**config.mk**
```make
export PLATFORM = sky130hd
export DESIGN_NAME = multicycle_ctrl
export DESIGN_NICKNAME = d
export VERILOG_FILES = /design/src/rtl/multicycle_ctrl.sv
export SDC_FILE = /design/constraint.sdc
export NUM_CORES = 1
export LEC_CHECK = 0
export ABC_AREA = 0
export CAP_MARGIN = 10
export CORE_UTILIZATION = 40
export CTS_CLUSTER_SIZE = 16
export DETAILED_ROUTE_END_ITERATION = 10
export MAX_ROUTING_LAYER = met4
export PLACE_DENSITY = 0.73
export SYNTH_ARGS = -nofsm -noshare
export SYNTH_HDL_FRONTEND = slang
export SYNTH_SLANG_ARGS = --single-unit
```
**constraint.sdc**
```tcl
create_clock -name clk -period 2.35 [get_ports clk]
set_input_delay 0.5875 -clock clk [delete_from_list [all_inputs] [get_ports clk]]
set_output_delay 0.5875 -clock clk [all_outputs]
set_load 0.005 [all_outputs]
```
**src/rtl/multicycle_ctrl.sv**
```systemverilog
// Multi-cycle sequencer for the RV32 datapath: fetches an instruction over a
// req/ack port into IR, then steps FETCH/DECODE/EXEC/MEM/WB and drives the
// ALU, memory and register-file controls. Halts on an illegal opcode or when
// a memory request goes unanswered for MEM_TIMEOUT cycles.
module multicycle_ctrl #(
    parameter int MEM_TIMEOUT = 16,
    parameter int TO_W        = 5
) (
    input  logic        clk,
    input  logic        rst_n,
    input  logic        run,
    output logic        mem_req,
    output logic        mem_we,
    output logic        mem_addr_sel,
    input  logic        mem_ack,
    input  logic [31:0] mem_rdata,
    output logic [31:0] ir,
    output logic        pc_we,
    output logic        reg_we,
    output logic        wb_sel,
    output logic        alu_a_sel,
    output logic        alu_b_sel,
    output logic [1:0]  alu_op,
    output logic        illegal,
    output logic        bus_err,
    output logic [2:0]  state_dbg,
    output logic [31:0] instret
);

    localparam logic [2:0] S_IDLE   = 3'd0;
    localparam logic [2:0] S_FETCH  = 3'd1;
    localparam logic [2:0] S_DECODE = 3'd2;
    localparam logic [2:0] S_EXEC   = 3'd3;
    localparam logic [2:0] S_MEM    = 3'd4;
    localparam logic [2:0] S_WB     = 3'd5;
    localparam logic [2:0] S_HALT   = 3'd7;

    localparam logic [6:0] OPC_LOAD   = 7'b0000011;
    localparam logic [6:0] OPC_OPIMM  = 7'b0010011;
    localparam logic [6:0] OPC_STORE  = 7'b0100011;
    localparam logic [6:0] OPC_AUIPC  = 7'b0010111;
    localparam logic [6:0] OPC_OP     = 7'b0110011;

    localparam logic [6:0] LEGAL_OPC [5] = '{OPC_LOAD, OPC_OPIMM, OPC_STORE, OPC_AUIPC, OPC_OP};

    // Timeout fires on the last allowed request cycle; a zero MEM_TIMEOUT disables it.
    localparam bit              TO_EN     = (MEM_TIMEOUT > 0);
    localparam int              TO_LAST_I = (MEM_TIMEOUT > 0) ? (MEM_TIMEOUT - 1) : 0;
    localparam logic [TO_W-1:0] TO_LAST   = TO_LAST_I[TO_W-1:0];

    logic [2:0]      state_reg, state_next;
    logic [TO_W-1:0] to_cnt_reg, to_cnt_next;
    logic [31:0]     ir_reg;
    logic [31:0]     instret_reg;
    logic            illegal_reg, bus_err_reg;

    logic [6:0] opcode;
    logic [4:0] opc_hit;
    logic       is_legal, is_load, is_store, is_opimm, is_auipc, is_op;
    logic       req_state, alu_phase, timeout_hit;
    logic       load_ir, retire, set_illegal, set_bus_err;

    assign opcode = ir_reg[6:0];

    // One comparator per supported opcode; any hit makes the instruction legal.
    generate
        for (genvar gi = 0; gi < 5; gi++) begin : g_opc
            assign opc_hit[gi] = (opcode == LEGAL_OPC[gi]);
        end
    endgenerate

    assign is_legal = |opc_hit;
    assign is_load  = opc_hit[0];
    assign is_opimm = opc_hit[1];
    assign is_store = opc_hit[2];
    assign is_auipc = opc_hit[3];
    assign is_op    = opc_hit[4];

    assign req_state   = (state_reg == S_FETCH) || (state_reg == S_MEM);
    assign alu_phase   = (state_reg == S_EXEC) || (state_reg == S_MEM) || (state_reg == S_WB);
    assign timeout_hit = TO_EN && (to_cnt_reg == TO_LAST);

    // Next-state logic; an ack in the final allowed cycle is checked before the timeout.
    always_comb begin
        state_next  = state_reg;
        load_ir     = 1'b0;
        retire      = 1'b0;
        set_illegal = 1'b0;
        set_bus_err = 1'b0;
        case (state_reg)
            S_IDLE: begin
                if (run) state_next = S_FETCH;
            end
            S_FETCH: begin
                if (mem_ack) begin
                    load_ir    = 1'b1;
                    state_next = S_DECODE;
                end else if (timeout_hit) begin
                    set_bus_err = 1'b1;
                    state_next  = S_HALT;
                end
            end
            S_DECODE: begin
                if (is_legal) begin
                    state_next = S_EXEC;
                end else begin
                    set_illegal = 1'b1;
                    state_next  = S_HALT;
                end
            end
            S_EXEC: begin
                state_next = (is_load || is_store) ? S_MEM : S_WB;
            end
            S_MEM: begin
                if (mem_ack) begin
                    if (is_store) begin
                        retire     = 1'b1;
                        state_next = run ? S_FETCH : S_IDLE;
                    end else begin
                        state_next = S_WB;
                    end
                end else if (timeout_hit) begin
                    set_bus_err = 1'b1;
                    state_next  = S_HALT;
                end
            end
            S_WB: begin
                retire     = 1'b1;
                state_next = run ? S_FETCH : S_IDLE;
            end
            S_HALT: begin
                state_next = S_HALT;
            end
            default: begin
                state_next = S_IDLE;
            end
        endcase
    end

    // Wait counter runs only while a request is outstanding; any other cycle clears it.
    always_comb begin
        to_cnt_next = '0;
        if (req_state && !mem_ack) to_cnt_next = to_cnt_reg + 1'b1;
    end

    // State, IR, retire counter and sticky error flags.
    always_ff @(posedge clk or negedge rst_n) begin
        if (!rst_n) begin
            state_reg   <= S_IDLE;
            to_cnt_reg  <= '0;
            ir_reg      <= '0;
            instret_reg <= '0;
            illegal_reg <= 1'b0;
            bus_err_reg <= 1'b0;
        end else begin
            state_reg  <= state_next;
            to_cnt_reg <= to_cnt_next;
            if (load_ir)     ir_reg      <= mem_rdata;
            if (retire)      instret_reg <= instret_reg + 32'd1;
            if (set_illegal) illegal_reg <= 1'b1;
            if (set_bus_err) bus_err_reg <= 1'b1;
        end
    end

    // Control outputs decoded from state; pc_we also covers the STORE ack cycle.
    always_comb begin
        mem_req      = req_state;
        mem_addr_sel = (state_reg == S_MEM);
        mem_we       = (state_reg == S_MEM) && is_store;
        pc_we        = retire;
        reg_we       = (state_reg == S_WB);
        wb_sel       = (state_reg == S_WB) && is_load;
        alu_a_sel    = alu_phase && is_auipc;
        alu_b_sel    = alu_phase && (is_load || is_store || is_opimm || is_auipc);
        alu_op       = (alu_phase && (is_opimm || is_op)) ? 2'b10 : 2'b00;
    end

    assign ir        = ir_reg;
    assign instret   = instret_reg;
    assign illegal   = illegal_reg;
    assign bus_err   = bus_err_reg;
    assign state_dbg = state_reg;

endmodule
```
# Word level (Yosys, flattened, before mapping)
# Index checks and enable logic that the tools add are counted.
[totals]
input_bits = 36
regBits = 74
output_inout_bits = 79
[classes]
eq_ne = 13
muxes = 21
reduce_logical = 17
add_sub_neg = 2
[ops]
columns = ["op", "count"]
rows = [
  ["adder 32 x 1 -> 32 bit, second input constant", 1],
  ["one-hot mux 3 bit (7 select lines)", 1],
  ["two-way mux 3 bit", 6],
  ["== test 7 x 5 -> 1 bit, second input constant", 2],
  ["== test 7 x 6 -> 1 bit, second input constant", 2],
  ["two-way mux 1 bit", 11],
  ["== test 3 bit, second input constant", 3],
  ["== test 7 x 2 -> 1 bit, second input constant", 1],
  ["logical OR 1 bit", 7],
  ["== test 3 x 2 -> 1 bit, second input constant", 2],
  ["logical AND 1 bit", 6],
  ["adder 5 x 1 -> 5 bit, second input constant", 1],
  ["== test 5 x 4 -> 1 bit, second input constant", 1],
  ["two-way mux 5 bit", 1],
  ["OR reduction 5 bit", 1],
  ["== test 3 x 1 -> 1 bit, second input constant", 1],
  ["zero test 3 bit", 1],
  ["two-way mux 2 bit", 1],
  ["!= test 2 bit, second input constant", 1],
  ["one-hot mux 1 bit (2 select lines)", 1],
  ["OR reduction 2 bit", 1],
  ["zero test 1 bit", 1],
]

# Longest topological paths before layout
# Gate-level depths: netlist of run 1.
[depth]
depth_word = 5
ltp_mapped = 7
mapped_depth_nobuf = 7

# Worst setup path before layout of run 1
# Ideal clock, no wire load.
[synth_timing]
kind = "input port to flip-flop"
from = "in mem_ack"
to = "reg ir_reg[10], in the netlist ir[10]"
setup_ns = 0.125
path_stages = 5
setup_slack_ns = 0.376
t_arrival_ns = 1.849
path_cell_list = "clkbuf_1 > and4bb_2 > clkbuf_1 > buf_2 > mux2_2"
[synth_between]
elab_chain_cells = 2
[synth_rtl]
columns = ["item", "line_no", "source"]
rows = [
  ["start, declared", "15", "input logic mem_ack,"],
  ["two-way mux 1 bit", "95", "if (mem_ack) begin"],
  ["two-way mux 1 bit", "90", "case (state_reg)"],
  ["end signal, assigned", "158", "if (load_ir) ir_reg <= mem_rdata;"],
  ["end, declared", "53", "logic [31:0] ir_reg;"],
]
# No other way between the ends.
# A chain may end at the register's enable or synchronous reset.

# Worst setup path after layout of run 1
[layout_timing]
from = "reg state_reg[2], in the netlist state_dbg[2]"
to = "out alu_a_sel"
[layout_between]
elab_chain_cells = 4
word_cells_on_any_way = 6
cone_classes = "eq/ne (3); reduce/logical (3)"
[layout_rtl]
columns = ["item", "line_no", "source"]
rows = [
  ["start, declared", "51", "logic [2:0] state_reg, state_next;"],
  ["start signal, assigned", "156", "state_reg <= state_next;"],
  ["== test 3 x 2 -> 1 bit or == test 3 bit (tied branches)", "80", "assign alu_phase = (state_reg == S_EXEC) || (state_reg == S_MEM) || (state_reg == S_WB);"],
  ["logical OR 1 bit", "80", ""],
  ["logical OR 1 bit (*)", "80", ""],
  ["logical AND 1 bit (*)", "173", "alu_a_sel = alu_phase && is_auipc;"],
  ["end, declared", "21", "output logic alu_a_sel,"],
]
# Mark *: on every way between the ends. The rest lies on a longest branch, timed or not.

==> run summary, run 1 <==
Synthesized area: 3500 um2. The number of antenna cells inserted came out at 0. For the worst setup path, the data arrival time is 1770 ps. For the boundary pin count, the log shows 115.

The number of violations reported at the end of detailed-routing iteration 0 is 120, and the count of flip-flops with a built-in enable after synthesis is 0. STA classifies the critical path startpoint as a flip-flop. The number of buffers added to fix hold violations after cts was 0.

The checks that failed: negative setup slack. The total of endpoints with negative setup slack in the final report was 1; the share of Yosys cell area claimed by the top area cell type was 52.9%. The time the final worst path needs with I/O delays and setup was 2350 ps; the maximum fanout count along the critical path was 4. The final cell area excluding filler cells is 5090 um2.

IR analysis of the VDD net gives a maximum drop of 0.287 mV. Synthesis inferred 74 register bits. Summing over every cut layer, the via total after detailed routing is 2748. The die covers 9140 um2. Areal power density over the cells: 436 nW/um2. The floorplan step set the die height to 95.6 um.

The run gives 48 as the count of distinct cell types in the synthesized netlist. TritonCTS built the clock tree. Maximum achievable frequency: 425 MHz.

The average wire per cell in the routed design is 15.4 um. For the total wire length after detailed routing, the log shows 8280 um. The initial utilization of the core area, before any placement, comes to 42.0%. In the final design database the tool counted 468 nets.

In the synthesized netlist the dominant register cell turns out to be sky130_fd_sc_hd__dfrtp_1. The final number of max-transition violations was 0. Ratio of final minimum period to clock period: 100%. Clock tree synthesis selected as its root buffer the cell sky130_fd_sc_hd__clkbuf_8. At the end of routability-driven placement, the weighted congestion stood at 0.876. Count of maximum capacitance violations: 0. For the worst setup path, the data required time is 1760 ps. For the total routing resource utilization after global routing, the log shows 19.8%. The tools report the worst clock skew on the final layout as 9.52 ps. The logs give 48 for the pin count of the biggest net entering global routing and 0 for the number of failing hold endpoints at the final stage. The Yosys step of the flow raised 0 warnings. For this run, asynchronously set or reset flops after synthesis account for 100%. The tools report the wire length of the first global-routing pass as 13200 um.

The mean number of vias per cell was 5.10. After clock tree synthesis, the clock-pin slew on the worst setup and hold paths is 70 ps. The type of the worst setup path was reg -> out. Synthesis produced a netlist with a net count of 332. The number of H-tree levels came out at 3. After detailed routing, the number of remaining DRC violations is 0. The most common cell in the synthesized netlist is sky130_fd_sc_hd__dfrtp_1. For the fraction of the core area covered by cells at the end of the flow, the log shows 61.0%.

The classification of the worst-slack hold path was in -> async. The post-route netlist has 22.8% of its cells at a drive strength greater than 1. By area the synthesized netlist is led by sky130_fd_sc_hd__dfrtp_1 53%, sky130_fd_sc_hd__mux2_2 10%, sky130_fd_sc_hd__xor2_1 6.3%. The number of clock sinks was 74.

In this run the static leakage power is 2.43 nW. The floorplan has 33 rows. The logs give 0 for the global-route congestion overflow total and -4.67 ps for the minimum setup slack in the final design. Synthesis produced a netlist whose cell count is 293. The worst setup path is captured at an output pin. Slew at the pin closest to its max-slew limit: 599 ps. Summing internal, switching and leakage power gives 2.22 mW. For the iteration count of the initial detailed-routing pass, the log shows 4.

The core area was 8340 um2. The run gives 0 as the remaining number of nets flagged by the antenna check after routing. The synthesized area per cell works out to 12.0 um2.

The run finished, with violations left. The initial antenna violation count is 0, and the clock latency at the later pin of the worst-skew pair is 350 ps. The total CTS buffers was 9.

Library cell occupying the most area in the post-synthesis netlist: sky130_fd_sc_hd__dfrtp_1. The placed instance area is 4800 um2. Measured against its own limit, the worst slew margin works out to 60.0%.

The number of port buffers works out to 113. The run gives 2630 as the number of global-route vias before repair. Setup repair after global routing could not meet its margin everywhere. The clock passes through at most 2 buffers.

The die extent in x is 95.6 um, and the half-perimeter wire length after detailed placement is 5860 um. The area growth from synthesis to final layout was 45.3%; the pre-CTS setup slack was -160 ps. The commonest cells after synthesis are 74 x sky130_fd_sc_hd__dfrtp_1, 32 x sky130_fd_sc_hd__mux2_2, 25 x sky130_fd_sc_hd__xor2_1, 16 x sky130_fd_sc_hd__nor2_1, 15 x sky130_fd_sc_hd__nand3_1. The logs give 52.9% for the sequential cell area fraction in the yosys report and 717 for the fill cell total of the finished layout.
## layout by cell type (no fill, tap or decap), types with 2 or more instances in the layout
| cell type | Yosys | final |
|---|---|---|
| sky130_fd_sc_hd__inv_1 | 8 | 8 |
| sky130_fd_sc_hd__nor4_1 | 6 | 6 |
| sky130_fd_sc_hd__nor4_2 | 6 | 6 |
| sky130_fd_sc_hd__and4bb_2 | 2 | 3 |
| sky130_fd_sc_hd__nor2_4 | 0 | 2 |
| sky130_fd_sc_hd__nand3_1 | 15 | 15 |
| sky130_fd_sc_hd__nor2_1 | 16 | 13 |
| sky130_fd_sc_hd__a21oi_1 | 2 | 2 |
| sky130_fd_sc_hd__clkinv_2 | 0 | 3 |
| sky130_fd_sc_hd__a31oi_1 | 3 | 3 |
| sky130_fd_sc_hd__a22oi_1 | 2 | 2 |
| sky130_fd_sc_hd__buf_4 | 1 | 27 |
| sky130_fd_sc_hd__buf_6 | 3 | 2 |
| sky130_fd_sc_hd__nor3_1 | 11 | 11 |
| sky130_fd_sc_hd__dlymetal6s2s_1 | 0 | 2 |
| sky130_fd_sc_hd__dlygate4sd2_1 | 0 | 4 |
| sky130_fd_sc_hd__clkbuf_8 | 0 | 10 |
| sky130_fd_sc_hd__xnor2_1 | 8 | 8 |
| sky130_fd_sc_hd__nand4_1 | 8 | 8 |
| sky130_fd_sc_hd__nand2_1 | 10 | 10 |
| sky130_fd_sc_hd__and3_1 | 6 | 6 |
| sky130_fd_sc_hd__ha_1 | 3 | 3 |
| sky130_fd_sc_hd__dfrtp_1 | 74 | 73 |
| sky130_fd_sc_hd__nor2b_1 | 6 | 4 |
| sky130_fd_sc_hd__xor2_1 | 25 | 25 |
| sky130_fd_sc_hd__o21ai_0 | 4 | 4 |
| sky130_fd_sc_hd__and4_1 | 6 | 6 |
| sky130_fd_sc_hd__mux2_2 | 32 | 32 |
| sky130_fd_sc_hd__clkbuf_1 | 5 | 3 |
| sky130_fd_sc_hd__and2_1 | 2 | 2 |
| sky130_fd_sc_hd__clkdlybuf4s50_1 | 0 | 105 |
## through the flow
step,setup TNS [ps],hold slack [ps],cells
6_report,-4.67,246,539
5_1_grt,-165,286,539
4_1_cts,-86.3,253,532
3_5_place_dp,-160,450,510
3_3_place_gp,-161,444,510
2_1_floorplan,0,292,293
## critical path, stage by stage (launching register included)
cell                            delay (ps)
sky130_fd_sc_hd__dfrtp_1               410
sky130_fd_sc_hd__nor2b_2               170
sky130_fd_sc_hd__buf_4                 130
sky130_fd_sc_hd__a21oi_1               190
sky130_fd_sc_hd__nand3b_1              180
sky130_fd_sc_hd__nor3_1                 70
sky130_fd_sc_hd__dlygate4sd2_1         280
## report_power, final
part,switching [mW],internal [mW]
Clock,0.449,0.409
Sequential,0,1.27
Combinational,0.0354,0.0540
Total,0.484,1.74
## layout make-up
| type | instances | area [um2] | share of cell area, % |
|---|---|---|---|
| multi-input combinational | 194 | 1550 | 30.5 |
| inverter | 8 | 30.0 | 0.590 |
| tap | 105 | 131 | 2.58 |
| sequential | 74 | 1850 | 36.4 |
| clock buffer | 13 | 149 | 2.92 |
| clock inverter | 3 | 15.0 | 0.295 |
| timing repair buffer | 142 | 1360 | 26.7 |
## path summary, 6_finish.rpt
kind | start | cells after the start | to | slack, ps
worst max register to register | state_dbg[1] | 6 | instret[30] | 180
worst min register to register | bus_err | 1 | bus_err | 460
max in group asynchronous | rst_n | 2 | instret[6] | 1430
min in group clk | bus_err | 1 | bus_err | 460
worst max-delay path | state_dbg[2] | 6 | alu_a_sel | -5
worst min-delay path | rst_n | 1 | ir[31] | 250
## routing by layer
| metal | up-vias | global-route usage [%] | wire length, um |
|---|---|---|---|
| met4 | 0 | 8.21 | 126 |
| met3 | 8 | 2.63 | 252 |
| met5 | - | - | 0 |
| li1 | 1320 | - | - |
| met1 | 1360 | 25.7 | 3750 |
| met2 | 60 | 31.3 | 4150 |
## cell families (layout without fill, tap and decap cells)
group | after synthesis | count (layout) | share of synthesized area (%)
DFF | 74 | 74 | 52.9
other | 1 | 1 | 0.107
adders and majority gates | 3 | 3 | 1.07
muxes | 32 | 32 | 10.3
buffers and inverters | 25 | 166 | 3.64
and+or+nand+nor | 106 | 106 | 19.8
AOI/OAI and AO/OA | 19 | 19 | 4.04
xor gates and xnor gates | 33 | 33 | 8.25
## timing repair
item,4_1_cts,5_1_grt
buffers inserted,6,7
endpoints found under the setup margin,8,5
pin swaps,2,3
resized for setup,15,7
No activity file was read; power rests on OpenSTA's default activity.
==> run 2, diff against run 1 <==
CAP_MARGIN = 15   (was 10)
REMOVE_ABC_BUFFERS = 1   (was default)
==> run 2 against run 1 <==
  * The run now ends clean
  * Flip-flop and latch count stayed put
  * Count of clock-buffer cells in the layout is 2 lower
  * Power is 1.2% lower
  * Sequential power hardly changed
  * Setup slack better by 79 ps
  * Critical endpoint unchanged
  * Highest routed layer unchanged
==> run summary, run 2 (synthesized netlist as in run 1, its figures left out) <==
The run gives 19.7% (-0.066 points) as the total routing resource utilization after global routing. The floorplan die height came out at 95.6 um (unchanged). The run gives 330 ps (-20 ps) as the clock latency at the later pin of the worst-skew pair. The ratio of final minimum period to clock period came out at 96.9% (-3.3 points).

The die extent in x is 95.6 um (unchanged), and the final sum of negative setup slack is 0 ps (+4.67 ps). The tools report the worst path required time as 1760 ps (about the same). The worst hold path belongs to the class in -> async.

The initial core utilization came out at 42.0% (unchanged). The number of global-route vias before repair was 2797 (+6.3%). The run gives 43 (-10%) as the pin count of the biggest net entering global routing. The worst setup path is of the reg -> out kind. The slew at the pin closest to its max-slew limit is 646 ps (+46.4 ps). The tools report the boundary pin count as 115 (unchanged). The total of endpoints with negative setup slack in the final report was 0 (-1); the areal power density over the cells was 432 nW/um2 (-0.97%).

The number of violations reported at the end of detailed-routing iteration 0 was 128 (+6.7%). The fraction of the core area covered by cells at the end of the flow was 60.9% (-0.14 points); the number of antenna cells inserted was 0 (unchanged). The clock edge transition at the registers on the reported setup and hold paths is 80 ps (about the same). The run finished with clean final reports. The minimum setup slack in the final design is 73.8 ps (+78.5 ps), and the tightest slew margin relative to the limit is 56.6% (-3.4 points).

The tools report the routed via count as 2791 (+1.6%). The run gives 0 (unchanged) as the count of maximum capacitance violations. For the leakage power of the design, the log shows 2.40 nW (-1.2%). The core area came out at 8340 um2 (unchanged). Placed instance area: 4830 um2 (+0.68%). The maximum achievable frequency is 439 MHz (+3.4%). The standard-cell row count came out at 33 (unchanged).

Startpoint type of the worst setup path: a flip-flop. The run gives 0 (unchanged) as the final number of max-transition violations. Number of port buffers: 113 (unchanged).

The tools report the total wire length after detailed routing as 8260 um (-0.16%). The initial antenna violation count came out at 0 (unchanged). For the wire length of the first global-routing pass, the log shows 13600 um (+2.7%). The worst clock skew on the final layout was 12.3 ps (+2.77 ps).

For the iteration count of the initial detailed-routing pass, the log shows 6 (+2). From synthesis to final layout, the design area changed by 45.0%. The fraction of final layout cells sized beyond drive strength 1 works out to 22.3% (-0.49 points).

The tools report the cell chosen for the clock root as sky130_fd_sc_hd__clkbuf_8. Worst-case vdd ir drop: 0.371 mV (+29%). The type of destination of the critical path is an output pin. For the cell total after placement, the log shows 511 (+0.20%).

For the total CTS buffers, the log shows 9 (unchanged). The most frequent standard cell in the layout excluding fill and tap cells is sky130_fd_sc_hd__clkdlybuf4s50_1. The time the final worst path needs with I/O delays and setup came out at 2280 ps (-78.5 ps).

Final cell count without fillers: 535 (-0.74%). The remaining number of nets flagged by the antenna check after routing was 0 (unchanged); the maximum root-to-sink buffer count was 2 (unchanged). The global-route congestion overflow total was 0 (unchanged). The mean number of vias per cell was 5.22 (+2.3%); the post-detailed-route DRC marker count was 0 (unchanged).

TritonCTS built the clock tree. The average wire per cell in the routed design is 15.4 um (+0.59%), and the placer congestion estimate is 0.909 (+3.7%). The number of clock sinks is 74 (unchanged).

The number of failing hold endpoints at the final stage was 0 (unchanged). The tools report the pre-CTS setup slack as -132 ps (+27.7 ps). The maximum fanout count along the critical path was 5 (+1). The arrival time of the worst setup path was 1690 ps (-80 ps). The tools report the number of H-tree levels as 3 (unchanged).

The final cell area excluding filler cells came out at 5080 um2 (-0.22%). For the floorplan die area, the log shows 9140 um2 (unchanged). The top cell types in the final layout, fill and taps aside, are 105 x sky130_fd_sc_hd__clkdlybuf4s50_1, 72 x sky130_fd_sc_hd__dfrtp_1, 32 x sky130_fd_sc_hd__mux2_2, 25 x sky130_fd_sc_hd__xor2_1, 22 x sky130_fd_sc_hd__buf_4. For the count of nets after finishing, the log shows 464 (-0.85%). The number of buffers added to fix hold violations after cts was 0 (unchanged); the half-perimeter wire length after detailed placement was 5920 um (+1.1%).
-- run 2: cell types whose count changed in the layout (fill, tap and decap cells not counted), moves of 2 or more --
cell / change
sky130_fd_sc_hd__dlymetal6s2s_1: -2
sky130_fd_sc_hd__nor2_1: +2
sky130_fd_sc_hd__buf_12: +2
sky130_fd_sc_hd__buf_4: -5
sky130_fd_sc_hd__dlygate4sd2_1: +3
-- run 2: metrics by stage --
step           hold slack [ps]  power [mW]
6_report                   194        2.19
5_1_grt                    209        2.28
4_1_cts                    199        2.23
3_5_place_dp               455        1.39
3_3_place_gp               444        1.39
2_1_floorplan              292        1.30
-- run 2: final cells by class --
cell class	count	area, um2
timing repair buffer	138	1350
inverter	8	30.0
fill	693	3260
clock buffer	11	131
tap	105	131
clock inverter	5	31.3
sequential	74	1850
multi-input combinational	194	1550
-- run 2: report_power, final --
group | switching, mW | internal [mW]
sequential | 0 | 1.27
clock | 0.449 | 0.381
combinational | 0.0352 | 0.0552
total | 0.485 | 1.71
-- run 2: path summary, 6_finish.rpt --
check                         startpoint            end  slack (ps)  cells after the start
setup / recovery            state_dbg[2]      alu_a_sel          70                      6
hold / removal                     rst_n    instret[31]         190                      1
setup reg to reg                   ir[3]     instret[1]         260                     10
hold reg to reg            to_cnt_reg[0]  to_cnt_reg[0]         460                      1
max in group asynchronous          rst_n   state_dbg[1]        1560                      2
min in group clk           to_cnt_reg[0]  to_cnt_reg[0]         460                      1
-- run 2: worst max-delay path, stage by stage, from the launching register on --
cell and delay [ps]:
sky130_fd_sc_hd__dfrtp_2 450, sky130_fd_sc_hd__nor2b_2 150, sky130_fd_sc_hd__buf_4 120, sky130_fd_sc_hd__a21oi_1 70, sky130_fd_sc_hd__nand3b_1 190, sky130_fd_sc_hd__nor3_2 110, sky130_fd_sc_hd__dlygate4sd2_1 260
-- run 2: what timing repair did --
action	CTS	global route
setup buffers	8	0
setup endpoints to repair	7	3
hold endpoints to repair	0	0
pin swaps	2	0
gates resized for setup	14	5
-- run 2: metal layers --
layer  wire [um]  global-route usage [%]  share of wire [%]  up-vias
met5           0                       -                  0        -
met4          97                    6.34                1.2        0
met3         439                    3.67                5.3        9
met2        3940                    30.1                 48       88
met1        3780                    26.7                 46     1383
li1            -                       -                  -     1311
==> run 3, diff against run 2 <==
RECOVER_POWER = 50   (was default)
==> run 3 against run 2 <==
  * The run now ends with max-capacitance violations, max-slew violations left
  * Combinational power fell by 3.1%
  * Sequential share of layout area rose by 0.18 points
  * Setup slack gained 0.90 ps
  * Clock power barely moved
  * Routed wire length shrank 0.31%
  * First-iteration DRC count grew 5.5%
  * Global-route usage stayed put
  * Largest cell class unchanged
  * Power decreased by 0.13%
  * Highest routed layer unchanged
  * Utilization shrank 0.30 points
  * Non-clock buffer count unchanged
  * Sequential power barely moved
  * Clock skew increased by 0.77 ps
==> run summary, run 3 (synthesized netlist as in run 1, its figures left out) <==
The run finished, with violations left. The checks that failed: max-capacitance violations, max-slew violations. The boundary pin count was 115 (unchanged); the total CTS buffers was 9 (unchanged). The logs give 0 (unchanged) for the number of antenna cells inserted and 135 (+5.5%) for the number of violations reported at the end of detailed-routing iteration 0. Area growth from synthesis to final layout: 44.3%. Cell chosen for the clock root: sky130_fd_sc_hd__clkbuf_8. The run gives 0 (unchanged) as the global-route congestion overflow total. The type of destination of the critical path was an output pin. For the routed via count, the log shows 2792 (+0.036%).

The routing usage on met1 came out at 26.7% (unchanged). The tools report the worst clock skew on the final layout as 13.1 ps (+0.766 ps). The half-perimeter wire length after detailed placement is 5920 um (unchanged). The run gives 440 MHz (about the same) as the maximum achievable frequency. The busiest metal layer after global routing was met2.

The library cells used most frequently in the layout, excluding fill and tap cells, are 81 x sky130_fd_sc_hd__clkdlybuf4s50_1, 72 x sky130_fd_sc_hd__dfrtp_1, 32 x sky130_fd_sc_hd__mux2_2, 25 x sky130_fd_sc_hd__xor2_1, 24 x sky130_fd_sc_hd__dlygate4sd3_1. Tightest slew margin relative to the limit: -19.2% (-76 points). The time the final worst path needs with I/O delays and setup came out at 2280 ps (-0.899 ps). Initial antenna violation count: 0 (unchanged). The initial core utilization is 42.0% (unchanged).

The placed instance area is 4830 um2 (unchanged), and the wire length of the first global-routing pass is 13600 um (unchanged). The logs give 0.369 mV (-0.53%) for the worst-case vdd ir drop and 74 (unchanged) for the number of clock sinks. The floorplan die height was 95.6 um (unchanged); the total wire length after detailed routing was 8240 um (-0.31%).

The startpoint type of the worst setup path was a flip-flop. The die extent in x was 95.6 um (unchanged). The critical path is of the reg -> out type. The post-detailed-route DRC marker count was 0 (unchanged); the number of failing hold endpoints at the final stage was 0 (unchanged). Count of maximum capacitance violations: 1 (+1).

The met2 track demand over resource in global routing is 30.1% (unchanged), and the number of port buffers is 113 (unchanged). Average wire per cell in the routed design: 15.4 um (-0.31%). The logs give 0 (unchanged) for the remaining number of nets flagged by the antenna check after routing and 0.909 (unchanged) for the placer congestion estimate. The total routing resource utilization after global routing came out at 19.7% (unchanged). The total of endpoints with negative setup slack in the final report was 0 (unchanged). TritonCTS built the clock tree. The fraction of final layout cells sized beyond drive strength 1 was 21.2% (-1.2 points); the standard-cell row count was 33 (unchanged). The final number of max-transition violations was 34 (+34); the fill cell total of the finished layout was 700 (+1.0%).

The mean number of vias per cell is 5.22 (about the same). The maximum fanout count along the critical path was 5 (unchanged); the number of global-route vias before repair was 2797 (unchanged). The run gives 5050 um2 (-0.49%) as the final cell area excluding filler cells. The run gives 2 (unchanged) as the maximum root-to-sink buffer count. The iteration count of the initial detailed-routing pass was 4 (-2). The most frequent standard cell in the layout excluding fill and tap cells was sky130_fd_sc_hd__clkdlybuf4s50_1. The logs give 2.48 nW (+3.0%) for the leakage power of the design and 1760 ps (about the same) for the worst path required time. Count of nets after finishing: 464 (unchanged). The tools report the core area as 8340 um2 (unchanged). For the floorplan die area, the log shows 9140 um2 (unchanged). The areal power density over the cells came out at 433 nW/um2 (+0.37%). The logs give 3.67% (unchanged) for the met3 track demand over resource and 0 ps (unchanged) for the final sum of negative setup slack. The clock edge transition at the registers on the reported setup and hold paths works out to 80 ps (about the same). The total design power was 2.19 mW (-0.13%). The number of H-tree levels was 3 (unchanged).

The clock latency at the later pin of the worst-skew pair is 330 ps (about the same), and the arrival time of the worst setup path is 1690 ps (about the same). The tightest min-delay check is of the reg -> reg type. The slew at the pin closest to its max-slew limit was 1790 ps (+1140 ps); the ratio of final minimum period to clock period was 96.8% (about the same).

The tools report the pin count of the biggest net entering global routing as 43 (unchanged). The tools report the worst hold slack as 458 ps (+264 ps).
[run 3: layout make-up]
class,count,area [um2],share of cell area [%]
clock inverter,5,31.3,0.619
timing repair buffer,138,1330,26.2
clock buffer,11,131,2.60
inverter,8,30.0,0.594
multi-input combinational,194,1550,30.7
sequential,74,1850,36.7
tap,105,131,2.60
[run 3: report_power, final]
| group | total, mW | leakage [nW] | internal [mW] | switching, mW |
|---|---|---|---|---|
| Sequential | 1.27 | 1.01 | 1.27 | 0 |
| Combinational | 0.0877 | 1.38 | 0.0528 | 0.0350 |
| Clock | 0.830 | 0.0831 | 0.381 | 0.449 |
| Total | 2.19 | 2.48 | 1.71 | 0.484 |
[run 3: worst paths after layout]
path / start / to / slack, ps / cells after the start
max in group asynchronous: rst_n / state_dbg[1] / 440 / 2
setup / recovery: state_dbg[2] / alu_a_sel / 70 / 6
setup reg to reg: ir[3] / instret[1] / 260 / 10
hold reg to reg: bus_err / bus_err / 460 / 1
hold / removal: bus_err / bus_err / 460 / 1
min in group asynchronous: rst_n / instret[31] / 720 / 1
[run 3: what timing repair did]
item	in CTS	in global routing
cloned	0	0
endpoints found under the setup margin	7	3
buffers inserted	8	0
hold buffers	0	0
pin swaps	2	0
resized for setup	14	5
[run 3: worst max-delay path, cell delays in order (launching register included)]
cell                            delay, ps
sky130_fd_sc_hd__dfrtp_2              450
sky130_fd_sc_hd__nor2b_2              150
sky130_fd_sc_hd__buf_4                120
sky130_fd_sc_hd__a21oi_1               80
sky130_fd_sc_hd__nand3b_1             190
sky130_fd_sc_hd__nor3_2               110
sky130_fd_sc_hd__dlygate4sd2_1        260
[run 3: per-layer routing]
metal,vias to the layer above,share of wire (%)
met3,9,5.3
met1,1379,46
met5,-,0
li1,1310,-
met2,94,48
met4,0,1.2
[run 3: metrics by stage]
| step | util, % | worst slack (ps) | instances |
|---|---|---|---|
| finish | 60.6 | 74.7 | 535 |
| global route | 60.6 | -16.4 | 535 |
| CTS | 60.7 | 18.0 | 535 |
| detailed placement | 57.9 | -132 | 511 |
| global placement | 57.9 | -117 | 511 |
| floorplan | - | 11.0 | 276 |
